[src/rtl/id_ex_stage.sv]
// ID/EX pipeline register: latches decoded control and operands, detects
// load-use hazards against the instruction in EX and inserts bubbles.
module id_ex_stage #(
  parameter int NB_DATA  = 32,
  parameter int NB_REG   = 5,
  parameter int NB_ALUOP = 2,
  parameter int NB_CNT   = 16
) (
  input  logic                clk,
  input  logic                rst,
  input  logic                i_enable,
  input  logic                i_valid,
  input  logic                i_flush,
  input  logic                i_RegDst,
  input  logic                i_ALUSrc,
  input  logic                i_Branch,
  input  logic                i_MemRead,
  input  logic                i_MemWrite,
  input  logic                i_RegWrite,
  input  logic                i_MemtoReg,
  input  logic [NB_ALUOP-1:0] i_ALUOp,
  input  logic [NB_DATA-1:0]  i_pc_next,
  input  logic [NB_DATA-1:0]  i_rs_data,
  input  logic [NB_DATA-1:0]  i_rt_data,
  input  logic [NB_DATA-1:0]  i_imm,
  input  logic [NB_REG-1:0]   i_rs,
  input  logic [NB_REG-1:0]   i_rt,
  input  logic [NB_REG-1:0]   i_rd,
  output logic                o_RegDst,
  output logic                o_ALUSrc,
  output logic                o_Branch,
  output logic                o_MemRead,
  output logic                o_MemWrite,
  output logic                o_RegWrite,
  output logic                o_MemtoReg,
  output logic [NB_ALUOP-1:0] o_ALUOp,
  output logic [NB_DATA-1:0]  o_pc_next,
  output logic [NB_DATA-1:0]  o_rs_data,
  output logic [NB_DATA-1:0]  o_rt_data,
  output logic [NB_DATA-1:0]  o_imm,
  output logic [NB_REG-1:0]   o_rs,
  output logic [NB_REG-1:0]   o_rt,
  output logic [NB_REG-1:0]   o_rd,
  output logic                o_valid,
  output logic                o_stall,
  output logic [NB_CNT-1:0]   o_bubble_cnt
);

  logic hz;

  // Load in EX whose destination (rt) is a source of the decode instruction.
  always_comb begin
    hz = i_valid & o_valid & o_MemRead & (o_rt != '0) &
         ((o_rt == i_rs) | (o_rt == i_rt));
    o_stall = hz & ~i_flush & i_enable;
  end

  always_ff @(posedge clk or posedge rst) begin
    if (rst) begin
      o_RegDst     <= 1'b0;
      o_ALUSrc     <= 1'b0;
      o_Branch     <= 1'b0;
      o_MemRead    <= 1'b0;
      o_MemWrite   <= 1'b0;
      o_RegWrite   <= 1'b0;
      o_MemtoReg   <= 1'b0;
      o_ALUOp      <= '0;
      o_pc_next    <= '0;
      o_rs_data    <= '0;
      o_rt_data    <= '0;
      o_imm        <= '0;
      o_rs         <= '0;
      o_rt         <= '0;
      o_rd         <= '0;
      o_valid      <= 1'b0;
      o_bubble_cnt <= '0;
    end else if (i_enable) begin
      if (i_flush || hz) begin
        o_RegDst   <= 1'b0;
        o_ALUSrc   <= 1'b0;
        o_Branch   <= 1'b0;
        o_MemRead  <= 1'b0;
        o_MemWrite <= 1'b0;
        o_RegWrite <= 1'b0;
        o_MemtoReg <= 1'b0;
        o_ALUOp    <= '0;
        o_pc_next  <= '0;
        o_rs_data  <= '0;
        o_rt_data  <= '0;
        o_imm      <= '0;
        o_rs       <= '0;
        o_rt       <= '0;
        o_rd       <= '0;
        o_valid    <= 1'b0;
        // Only hazard bubbles are counted; flush takes priority.
        if (!i_flush && o_bubble_cnt != '1)
          o_bubble_cnt <= o_bubble_cnt + NB_CNT'(1);
      end else begin
        o_RegDst   <= i_RegDst   & i_valid;
        o_ALUSrc   <= i_ALUSrc   & i_valid;
        o_Branch   <= i_Branch   & i_valid;
        o_MemRead  <= i_MemRead  & i_valid;
        o_MemWrite <= i_MemWrite & i_valid;
        o_RegWrite <= i_RegWrite & i_valid;
        o_MemtoReg <= i_MemtoReg & i_valid;
        o_ALUOp    <= i_valid ? i_ALUOp : '0;
        o_pc_next  <= i_pc_next;
        o_rs_data  <= i_rs_data;
        o_rt_data  <= i_rt_data;
        o_imm      <= i_imm;
        o_rs       <= i_rs;
        o_rt       <= i_rt;
        o_rd       <= i_rd;
        o_valid    <= i_valid;
      end
    end
  end

endmodule

[config.mk]
export PLATFORM = sky130hd
export DESIGN_NAME = id_ex_stage
export DESIGN_NICKNAME = d
export VERILOG_FILES = /design/src/rtl/id_ex_stage.sv
export SDC_FILE = /design/constraint.sdc
export NUM_CORES = 1
export LEC_CHECK = 0
export ABC_AREA = 1
export CORE_ASPECT_RATIO = 1.1
export CORE_MARGIN = 1.5
export CORE_UTILIZATION = 35
export CTS_CLUSTER_DIAMETER = 200
export DETAILED_ROUTE_END_ITERATION = 10
export MAX_ROUTING_LAYER = met4
export PLACE_DENSITY_LB_ADDON = 0.15
export SYNTH_ARGS = -nofsm -noshare
export SYNTH_HDL_FRONTEND = slang
export SYNTH_SLANG_ARGS = --single-unit
[constraint.sdc]
create_clock -name clk -period 7.9 [get_ports clk]
set_input_delay 1.185 -clock clk [delete_from_list [all_inputs] [get_ports clk]]
set_output_delay 1.185 -clock clk [all_outputs]
set_load 0.02 [all_outputs]
; After elaboration in Yosys (flattened, before gate mapping)
; Cells that the tools add are included.
[op_classes]
mux = 17
n_reduce_logical = 5
n_eq_ne = 3
multipliers = 0
bitwise = 15
add_sub_neg = 1
div_mod_pow = 0
order_cmp = 0
shift = 0
[op_table]
columns = operator, count
row1 = two-way mux 32 bit, 4
row2 = "adder 16 x 1 -> 16 bit, second input constant", 1
row3 = "inequality test 16 bit, second input constant", 1
row4 = two-way mux 5 bit, 3
row5 = bitwise AND 1 bit, 13
row6 = == test 5 bit, 2
row7 = two-way mux 1 bit, 8
row8 = nonzero test 5 bit, 1
row9 = two-way mux 2 bit, 2
row10 = AND reduction 3 bit, 1
row11 = logical AND 1 bit, 1
row12 = zero test 1 bit, 1
row13 = logical OR 1 bit, 1
row14 = NOT 1 bit, 1
row15 = bitwise OR 1 bit, 1
[totals]
word_cells = 58
latch_bits = 0
memories = 0
ramBits = 0
romBits = 0
ff_bits = 169

; Longest topological paths before layout
; Gate-level depths: netlist (run 1).
[logic_depth]
word_depth = 6
mapped_depth = 11
depth_no_buf = 10

; Least setup slack after synthesis (run 1)
; No wires, ideal clock.
[synth_timing]
path_kind = in2out
startpoint = in i_rt[4]
endpoint = out o_stall
arrival_ps = 1880
stages = 9
t_required_ps = 6715
slack_ps = 4835
path_cell_list = inv_1 -> nand2_1 -> nand2_1 -> nor2_1 -> nand3_1 -> nand2_1 -> nand3_1 -> inv_1 -> buf_4
[synth_between]
elab_chain_len = 5
[synth_lines]
columns = item, line
row1 = from (decl), 27  ; input logic [NB_REG-1:0] i_rt,
row2 = == test 5 bit, 54  ; ((o_rt == i_rs) | (o_rt == i_rt));
row3 = bitwise OR 1 bit, 54
row4 = bitwise AND 1 bit, 53  ; hz = i_valid & o_valid & o_MemRead & (o_rt != '0) &
row5 = bitwise AND 1 bit (2 in series), 55  ; o_stall = hz & ~i_flush & i_enable;
row6 = to (decl), 45  ; output logic o_stall,
; Every way passes these cells.

; Worst setup path in the final report (run 1)
[layout_timing]
startpoint = in i_enable
endpoint = out o_stall
[layout_between]
elab_chain_len = 1
[layout_lines]
columns = item, line
row1 = from (decl), 11  ; input logic i_enable,
row2 = bitwise AND 1 bit, 55
; Every way passes these cells.

==> impl_metrics.tcl, run 1 <==
set metrics [dict create \
    grt_pass1_wl_um 35700 \
    setup-violations-final 0 \
    critical-path-slowest-cell "sky130_fd_sc_hd__clkdlybuf4s50_1" \
    max_freq_mhz 174 \
    global_route.overflow_total 0 \
    post-route-util_pct 54.5 \
    postSynthNetCount 1020 \
    hold_path.class "flop to flop" \
    synth-edff-count 0 \
    yosysSeqAreaShare_pct 58.0 \
    switching_power_total_w 0.000608 \
    post_synth.cell_area_avg_sq_um 8.46 \
    grt_max_degree 103 \
    diode_insertion_count_for_antenna_repair 0 \
    cts.path.max_buffers 2 \
    design.final.nets 1315 \
    timing.max_slew.rel_slack_pct 37.8 \
    cts_htree_levels 4 \
    outcome "completed" \
    count_of_buffers_from_port_buffering 326 \
    detail_route.drc_violations 0 \
    worstPathRequired_ns 6.71 \
    criticalPathCategory "input port to output port" \
    rsz0062_at_grt "no" \
    synthTopCellsByArea "sky130_fd_sc_hd__dfrtp_1 58%, sky130_fd_sc_hd__nand2_1 19%, sky130_fd_sc_hd__nand3_1 11%, sky130_fd_sc_hd__buf_6 2.3%, sky130_fd_sc_hd__inv_1 2.3%" \
    cts_tree "built" \
    synth_top_area_share_pct 58.0 \
    critical-path-top-delay-family "buffers and inverters" \
    via_count 6782 \
    p_sw_share_pct 27.7 \
    yosys-top-cells-count "369 x sky130_fd_sc_hd__nand2_1, 169 x sky130_fd_sc_hd__dfrtp_1, 153 x sky130_fd_sc_hd__nand3_1" \
    die_area_sq_um 21700 \
    clk_transition_reported_paths_ns 0.06 \
    postCtsSetupBuffers 0 \
    final.min_clock_period_ns 5.75 \
    p_int_w 0.00159 \
    crit_path_start_kind "input port" \
    clkPwrFrac_pct 37.9 \
    clock_latency_ns 0.43 \
    cts_root_buffer "sky130_fd_sc_hd__clkbuf_16" \
    critical_path.cell_chain "clkdlybuf4s50_1, inv_4, nor2_4, buf_4, nand3_1, inv_1, clkdlybuf4s50_1" \
    syn_area_sq_um 7290 \
    drv_slew 0 \
    rows 55 \
    setup-tns-final_ns 0 \
    hold_ws_ns 0.476 \
    syn_inst 862 \
    gp_congestion 0.854 \
    cts_hold_repair.buffers 0 \
    finClkSkew_ns 0.0153 \
    critPathMaxStageDelay_ns 0.68 \
    fin_total_pwr_w 0.00219 \
    worst_slew_pin_slew_ns 0.932 \
    n_fill_cell 1889 \
    ys.warnings.count 0 \
    initial_core_util_pct 35.5 \
    cts_resized 0 \
    avgViaCountPerCell 4.76 \
    post-dp-hpwl_um 15200 \
    count_leader_synth "sky130_fd_sc_hd__nand2_1" \
    drt_iter0_markers 408 \
    area_taken_by_multi_input_logic_gates_sq_um 2550 \
    critPathCaptureType "output port" \
    largest_fanout_on_the_critical_path 78 \
    seqPwrFrac_pct 43.6 \
    pwr-share-comb_pct 18.5 \
    seq_area_sq_um 4230 \
    maxCapViolCount 0 \
    layout_worst_path_cycle_share_pct 72.8 \
    drive_above_1_share_pct 3.76 \
    finalHoldViolations 0 \
    synth_top_cell_by_area "sky130_fd_sc_hd__dfrtp_1" \
    p_per_area_nw_per_um2 196 \
    drt_pass1_iterations 4 \
    totalWireLength_um 22700 \
    global_route.usage.total_pct 21.6 \
    clock-sinks 169 \
    cp.buffers_inverters 5 \
    worst_ep_arrival_time_ns 4.57 \
    area_delta_synth_final_pct 53.2 \
    die_width_um 141 \
    number_of_global_route_vias_before_repair 6398 \
    timing.critical_path.mode_cell "sky130_fd_sc_hd__clkdlybuf4s50_1" \
    synth-async-reset-ratio_pct 100 \
    place_inst 1394 \
    synth.distinct_cells 22 \
    final-instance-count-excl-fill 1426 \
    avgRoutedWirePerCell_um 15.9 \
    synth_ff_type "sky130_fd_sc_hd__dfrtp_1" \
    power.leakage_nw 5.45 \
    antenna_found_initial 0 \
    io_pins 327 \
    yosys_register_bits 169 \
    coreArea_sq_um 20500 \
    ant_nets 0 \
    cts_inserted_buffers 17 \
    die-height_um 154 \
    worst_ir_drop_vdd_uv 138 \
]
layout by cell type (no fill, tap or decap), drive strengths merged:
cell,count
bufinv,1
o21bai,5
a21oi,1
nor2,23
inv,51
clkdlybuf4s50,326
o22ai,3
nor3,1
dfrtp,169
nand4,23
clkinv,7
nand3,153
ha,1
o21ai,8
a31oi,1
nand2,371
buf,5
clkbuf,19
xnor2,2
per-stage QoR:
step / cell area, sq um / worst slack [ns]
final: 11200 / 2.15
after global routing: 11200 / 1.90
after CTS: 11200 / 2.11
after detailed placement: 10600 / 2.12
after global placement: 10600 / 2.12
after floorplan: 7290 / 2.14
metal layers:
metal / vias to the layer above / wire length (um) / global-route usage, %
li1: 3332 / - / -
met1: 3198 / 9970 / 27.6
met2: 218 / 10900 / 33.6
met3: 34 / 1220 / 5.11
met4: 0 / 595 / 7.69
met5: - / 0 / -
cell families (layout without fill, tap and decap cells):
logic type / Yosys count / after routing / synth area share, %
buf+inv: 101 / 409 / 7.12
xor+xnor: 2 / 2 / 0.240
flops: 169 / 169 / 58.0
fa+ha+maj: 1 / 1 / 0.172
compound gates: 18 / 18 / 1.48
simple gates: 571 / 571 / 33.0
path summary, 6_finish.rpt:
| path | start | to | slack (ns) | depth (start not counted) |
|---|---|---|---|---|
| max | i_enable | o_stall | 2.15 | 7 |
| min | o_rt_data[13]$_DFFE_PP0P_ | o_rt_data[13]$_DFFE_PP0P_ | 0.48 | 2 |
| max reg2reg | o_rt[1]$_DFFE_PP0P_ | o_pc_next[6]$_DFFE_PP0P_ | 4.97 | 10 |
| min reg2reg | o_rt_data[13]$_DFFE_PP0P_ | o_rt_data[13]$_DFFE_PP0P_ | 0.48 | 2 |
| max in group asynchronous | rst | o_rt_data[10]$_DFFE_PP0P_ | 5.07 | 3 |
| min in group asynchronous | rst | o_rt_data[30]$_DFFE_PP0P_ | 1.36 | 2 |
area by class of cell:
type | instances | share of cell area, %
Sequential cell | 169 | 37.9
Timing Repair Buffer | 331 | 29.6
Multi-Input combinational cell | 592 | 22.8
Clock buffer | 19 | 4.06
Tap cell | 256 | 2.87
Inverter | 46 | 1.61
Clock inverter | 13 | 1.21
flip-flops by register name, summed over array words and instances (netlist names):
name,cells
o_imm,32
o_pc_next,32
o_rs_data,32
o_rt_data,32
o_bubble_cnt,16
o_rd,5
o_rs,5
o_rt,5
o_ALUOp,2
o_ALUSrc,1
o_Branch,1
o_MemRead,1
o_MemWrite,1
o_MemtoReg,1
o_RegDst,1
o_RegWrite,1
o_valid,1
power groups by stage:
stage	combinational [W]	clock (W)	sequential [W]
after floorplan	0.0000972	0	0.00105
after global placement	0.000409	0	0.000972
after detailed placement	0.000411	0	0.000972
after CTS	0.000412	0.000853	0.000957
after global routing	0.000438	0.000891	0.000964
final	0.000406	0.000830	0.000957
worst min-delay path: stages, from the launching register on:
cell and delay (ns):
sky130_fd_sc_hd__dfrtp_1 0.34, sky130_fd_sc_hd__nand2_1 0.05, sky130_fd_sc_hd__nand2_1 0.05
Power figures use the tool's default switching activity.
==> inputs of run 2 (changes only) <==
==> constraint.sdc (replaced) <==
create_clock -name clk -period 5.7 [get_ports clk]
set_input_delay 0.855 -clock clk [delete_from_list [all_inputs] [get_ports clk]]
set_output_delay 0.855 -clock clk [all_outputs]
set_load 0.02 [all_outputs]
==> impl_metrics.tcl, run 2 (synthesis gave the netlist of run 1 again) <==
set metrics [dict create \
    outcome "completed" \
    drt_pass1_iterations 4 \
    hold_path.class "flop to flop" \
    drt_iter0_markers 355 \
    placed_area_sq_um 10600 \
    finalHoldViolations 0 \
    clkPwrFrac_pct 38.1 \
    cts_tree "built" \
    die-height_um 154 \
    grt_pass1_wl_um 35800 \
    worst_slew_pin_slew_ns 1.10 \
    layout_commonest_cell "sky130_fd_sc_hd__nand2_1" \
    post_layout_worst_setup_margin_ns 1.14 \
    n_fill_cell 1910 \
    rows 55 \
    avgRoutedWirePerCell_um 16.2 \
    worst_ir_drop_vdd_uv 203 \
    avgViaCountPerCell 4.74 \
    gp_congestion 0.866 \
    critPathCaptureType "output port" \
    number_of_global_route_vias_before_repair 6368 \
    max_freq_mhz 219 \
    worst_ep_arrival_time_ns 3.71 \
    timing.max_slew.rel_slack_pct 26.4 \
    setup-tns-final_ns 0 \
    via_count 6772 \
    initial_core_util_pct 35.5 \
    hold_path.startpoint "o_rd[2]$_DFFE_PP0P_" \
    clk_transition_reported_paths_ns 0.06 \
    use_met1_pct 26.4 \
    clock_latency_ns 0.42 \
    crit_path_start_kind "input port" \
    finClkSkew_ns 0.00893 \
    gr-max-usage-layer "met2" \
    global_route.usage.total_pct 21.7 \
    largest_fanout_on_the_critical_path 12 \
    criticalPathCategory "input port to output port" \
    area_delta_synth_final_pct 53.4 \
    pre_cts_ws_ns 1.09 \
    setup-violations-final 0 \
    post-dp-hpwl_um 15800 \
    detail_route.drc_violations 0 \
    postCtsSetupBuffers 0 \
    regToRegSetupSlack_ns 3.08 \
    cts_inserted_buffers 17 \
    totalWireLength_um 23200 \
    die_area_sq_um 21700 \
    maxCapViolCount 0 \
    layout_worst_path_cycle_share_pct 80.0 \
    critical_path.startpoint "i_valid" \
    die_width_um 141 \
    coreArea_sq_um 20500 \
    hold_ws_ns 0.478 \
    p_per_area_nw_per_um2 273 \
    grt_max_degree 104 \
    rsz0062_at_grt "no" \
    global_route.overflow_total 0 \
    pwr-share-comb_pct 18.5 \
    drv_slew 0 \
    worst_r2r_startpoint "o_rt[2]$_DFFE_PP0P_" \
    layout_common_cells "369 x sky130_fd_sc_hd__nand2_1, 326 x sky130_fd_sc_hd__clkdlybuf4s50_1, 169 x sky130_fd_sc_hd__dfrtp_1" \
    count_of_buffers_from_port_buffering 326 \
    cts.path.max_buffers 2 \
    p_sw_share_pct 27.2 \
    clock-sinks 169 \
    final.min_clock_period_ns 4.56 \
    global_route.usage.met2_pct 35.2 \
    antenna_found_initial 1 \
    globalRouteMet3Util_pct 4.80 \
    design.final.nets 1317 \
    layout.cell_area.non_filler_sq_um 11200 \
    cts_hold_repair.buffers 0 \
    cts_root_buffer "sky130_fd_sc_hd__clkbuf_16" \
    seq_area_sq_um 4230 \
    cts_resized 0 \
    io_pins 327 \
    ant_nets 0 \
    switching_power_total_w 0.000831 \
    worstPathRequired_ns 4.85 \
    area_taken_by_multi_input_logic_gates_sq_um 2550 \
    drive_above_1_share_pct 3.75 \
    p_int_w 0.00222 \
    power.leakage_nw 5.44 \
    cts_htree_levels 4 \
    seqPwrFrac_pct 43.4 \
]
-- run 2: cell types whose count changed in the layout (fill, tap and decap cells not counted), sizes merged --
cell / change
diode: +1
buf: +2
inv: -1
clkinv: -6
bufinv: +1
clkbuf: +1
clkinvlp: +5
-- run 2: path summary, 6_finish.rpt --
path | endpoint | cells after the start
max reg2reg | o_rt[4]$_DFFE_PP0P_ | 10
min reg2reg | o_rd[2]$_DFFE_PP0P_ | 2
min | o_rd[2]$_DFFE_PP0P_ | 2
max | o_stall | 8
max in group asynchronous | o_pc_next[4]$_DFFE_PP0P_ | 3
min in group asynchronous | o_rs_data[17]$_DFFE_PP0P_ | 2
-- run 2: critical path, stage by stage --
cell and delay [ns]:
sky130_fd_sc_hd__clkdlybuf4s50_1 0.75, sky130_fd_sc_hd__nand2_1 0.10, sky130_fd_sc_hd__nor2_1 0.09, sky130_fd_sc_hd__o21ai_0 0.08
sky130_fd_sc_hd__inv_1 0.32, sky130_fd_sc_hd__nand3_1 0.41, sky130_fd_sc_hd__inv_1 0.41, sky130_fd_sc_hd__clkdlybuf4s50_1 0.68
-- run 2: stage by stage --
stage               std cells  total power [W]  util, %
floorplan                 862          0.00159        -
global placement         1396          0.00192     51.7
detailed placement       1396          0.00192     51.7
CTS                      1428          0.00309     54.5
global route             1429          0.00319     54.5
finish                   1429          0.00306     54.5
-- run 2: power by group through the flow --
| stage | clock network, W | registers (W) | logic [W] |
|---|---|---|---|
| CTS | 0.00119 | 0.00133 | 0.000572 |
| finish | 0.00116 | 0.00133 | 0.000564 |
| floorplan | 0 | 0.00145 | 0.000135 |
| detailed placement | 0 | 0.00135 | 0.000571 |
| global placement | 0 | 0.00135 | 0.000568 |
| global route | 0.00125 | 0.00134 | 0.000606 |
-- run 2: final cells by class --
type / count / area share [%]
diodes: 1 / 0.0224
flip-flops and latches: 169 / 37.8
well taps: 256 / 2.86
clock inverters: 12 / 1.25
repair buffers: 333 / 29.6
inverters: 46 / 1.61
clock buffers: 20 / 3.99
multi-input cells: 592 / 22.8
-- run 2: per-layer routing --
metal | vias up | wire [um]
met5 | - | 0
met4 | 0 | 654
met3 | 37 | 1320
met2 | 203 | 11400
met1 | 3186 | 9820
li1 | 3346 | -
==> inputs of run 3 (changes only) <==
==> constraint.sdc (replaced) <==
create_clock -name clk -period 3.95 [get_ports clk]
set_input_delay 0.5925 -clock clk [delete_from_list [all_inputs] [get_ports clk]]
set_output_delay 0.5925 -clock clk [all_outputs]
set_load 0.02 [all_outputs]
==> impl_metrics.tcl, run 3 (synthesis gave the netlist of run 1 again) <==
set metrics [dict create \
    critical-path-slowest-cell "sky130_fd_sc_hd__clkdlybuf4s50_1" \
    finalHoldViolations 0 \
    cts_htree_levels 4 \
    pwr-share-comb_pct 18.8 \
    avgViaCountPerCell 4.78 \
    gp_congestion 0.777 \
    worst_ir_drop_vdd_uv 286 \
    p_int_w 0.00311 \
    criticalPathCategory "input port to output port" \
    area_delta_synth_final_pct 54.4 \
    postCtsSetupBuffers 0 \
    clkPwrFrac_pct 37.4 \
    coreArea_sq_um 20500 \
    worst_ep_arrival_time_ns 2.73 \
    p_sw_share_pct 28.8 \
    number_of_global_route_vias_before_repair 6578 \
    global_route.overflow_total 0 \
    critical_path.cell_chain "clkdlybuf4s50_1, inv_1, nand2_1, nand2_1, nor2_1, nand3_1, nand2_1, nand3_1, inv_1, clkdlybuf4s50_1" \
    layout_worst_path_cycle_share_pct 84.0 \
    worstPathRequired_ns 3.36 \
    critical-path-top-delay-family "buffers and inverters" \
    global_route.usage.total_pct 22.0 \
    switching_power_total_w 0.00126 \
    io_pins 327 \
    rsz0062_at_grt "no" \
    critPathMaxStageDelay_ns 0.61 \
    cts_hold_repair.buffers 0 \
    setup-tns-final_ns 0 \
    count_of_buffers_from_port_buffering 326 \
    drt_iter0_markers 380 \
    power.leakage_nw 5.47 \
    ant_nets 0 \
    timing.max_slew.rel_slack_pct 36.3 \
    cts_resized 0 \
    die_area_sq_um 21700 \
    worst_slew_pin_slew_ns 0.955 \
    layout_common_cells "369 x sky130_fd_sc_hd__nand2_1, 326 x sky130_fd_sc_hd__clkdlybuf4s50_1, 169 x sky130_fd_sc_hd__dfrtp_1" \
    design.final.nets 1321 \
    avgRoutedWirePerCell_um 16.1 \
    drv_slew 0 \
    max_freq_mhz 301 \
    seqPwrFrac_pct 43.8 \
    outcome "completed" \
    cts.path.max_buffers 2 \
    setup-violations-final 0 \
    largest_fanout_on_the_critical_path 12 \
    via_count 6857 \
    post-dp-hpwl_um 15500 \
    drt_pass1_iterations 4 \
    cts_inserted_buffers 17 \
    crit_path_start_kind "input port" \
    timing.critical_path.mode_cell "sky130_fd_sc_hd__nand2_1" \
    hold_path.class "flop to flop" \
    cts_tree "built" \
    clock_latency_ns 0.43 \
    detail_route.drc_violations 0 \
    initial_core_util_pct 35.5 \
    p_per_area_nw_per_um2 388 \
    fin_total_pwr_w 0.00437 \
    maxCapViolCount 0 \
    final.min_clock_period_ns 3.32 \
    cp.buffers_inverters 4 \
    die_width_um 141 \
    cts_root_buffer "sky130_fd_sc_hd__clkbuf_16" \
    antenna_found_initial 2 \
    grt_pass1_wl_um 36500 \
    layout_commonest_cell "sky130_fd_sc_hd__nand2_1" \
    rows 55 \
    totalWireLength_um 23100 \
    grt_max_degree 158 \
    drive_above_1_share_pct 4.17 \
    die-height_um 154 \
    critPathCaptureType "output port" \
    finClkSkew_ns 0.0136 \
    clk_transition_reported_paths_ns 0.07 \
    clock-sinks 169 \
]
## run 3: cell count changes in the layout (fill, tap and decap cells not counted), sizes merged
cell,previous run,this run
clkinvlp,5,4
buf,7,11
bufinv,2,0
clkbuf,20,19
clkinv,1,3
inv,50,52
diode,1,2
## run 3: worst register-to-register path: cells and delay by family, from the launching register on
kind / cells / cell delay, ns
simple gates: 8 / 1.47
buf+inv: 2 / 0.55
flops: 1 / 0.44
## run 3: power by group through the flow
stage                     Sequential (W)  Clock [W]  Combinational [W]
after floorplan                  0.00209          0           0.000195
after global routing             0.00193    0.00175           0.000881
after CTS                        0.00192    0.00167           0.000831
final                            0.00192    0.00163           0.000821
after global placement           0.00194          0           0.000824
after detailed placement         0.00195          0           0.000829
## run 3: metal layers
metal / track usage [%] / wire, um
met2: 35.1 / 11200
met4: 8.09 / 655
met5: - / 0
met3: 4.15 / 1120
met1: 27.9 / 10000
## run 3: layout make-up
cell class | count | area, sq um
Antenna cell | 2 | 5.00
Clock buffer | 19 | 443
Clock inverter | 13 | 130
Fill cell | 1909 | 9250
Inverter | 46 | 179
Multi-Input combinational cell | 592 | 2550
Sequential cell | 169 | 4230
Tap cell | 256 | 320
Timing Repair Buffer | 337 | 3400
## run 3: stage by stage
step,hold WS (ns),cell area [sq um],utilization [%],worst slack (ns),cells
floorplan,0.591,7290,-,1.20,862
global placement,0.461,10700,52.1,0.719,1400
detailed placement,0.464,10700,52.1,0.629,1400
CTS,0.482,11200,54.9,0.637,1432
global route,0.494,11300,54.9,0.473,1434
finish,0.477,11300,54.9,0.632,1434
## run 3: final timing paths
kind                                           start                         to  slack, ns  depth (start not counted)
min reg2reg                o_rt_data[29]$_DFFE_PP0P_  o_rt_data[29]$_DFFE_PP0P_       0.48                          2
max                                          i_rs[0]                    o_stall       0.63                         10
min                        o_rt_data[29]$_DFFE_PP0P_  o_rt_data[29]$_DFFE_PP0P_       0.48                          2
max in group asynchronous                        rst        o_rt[2]$_DFFE_PP0P_       2.59                          3
max reg2reg                      o_rt[0]$_DFFE_PP0P_  o_pc_next[24]$_DFFE_PP0P_       1.38                         10
min in group asynchronous                        rst  o_rs_data[24]$_DFFE_PP0P_       0.57                          2
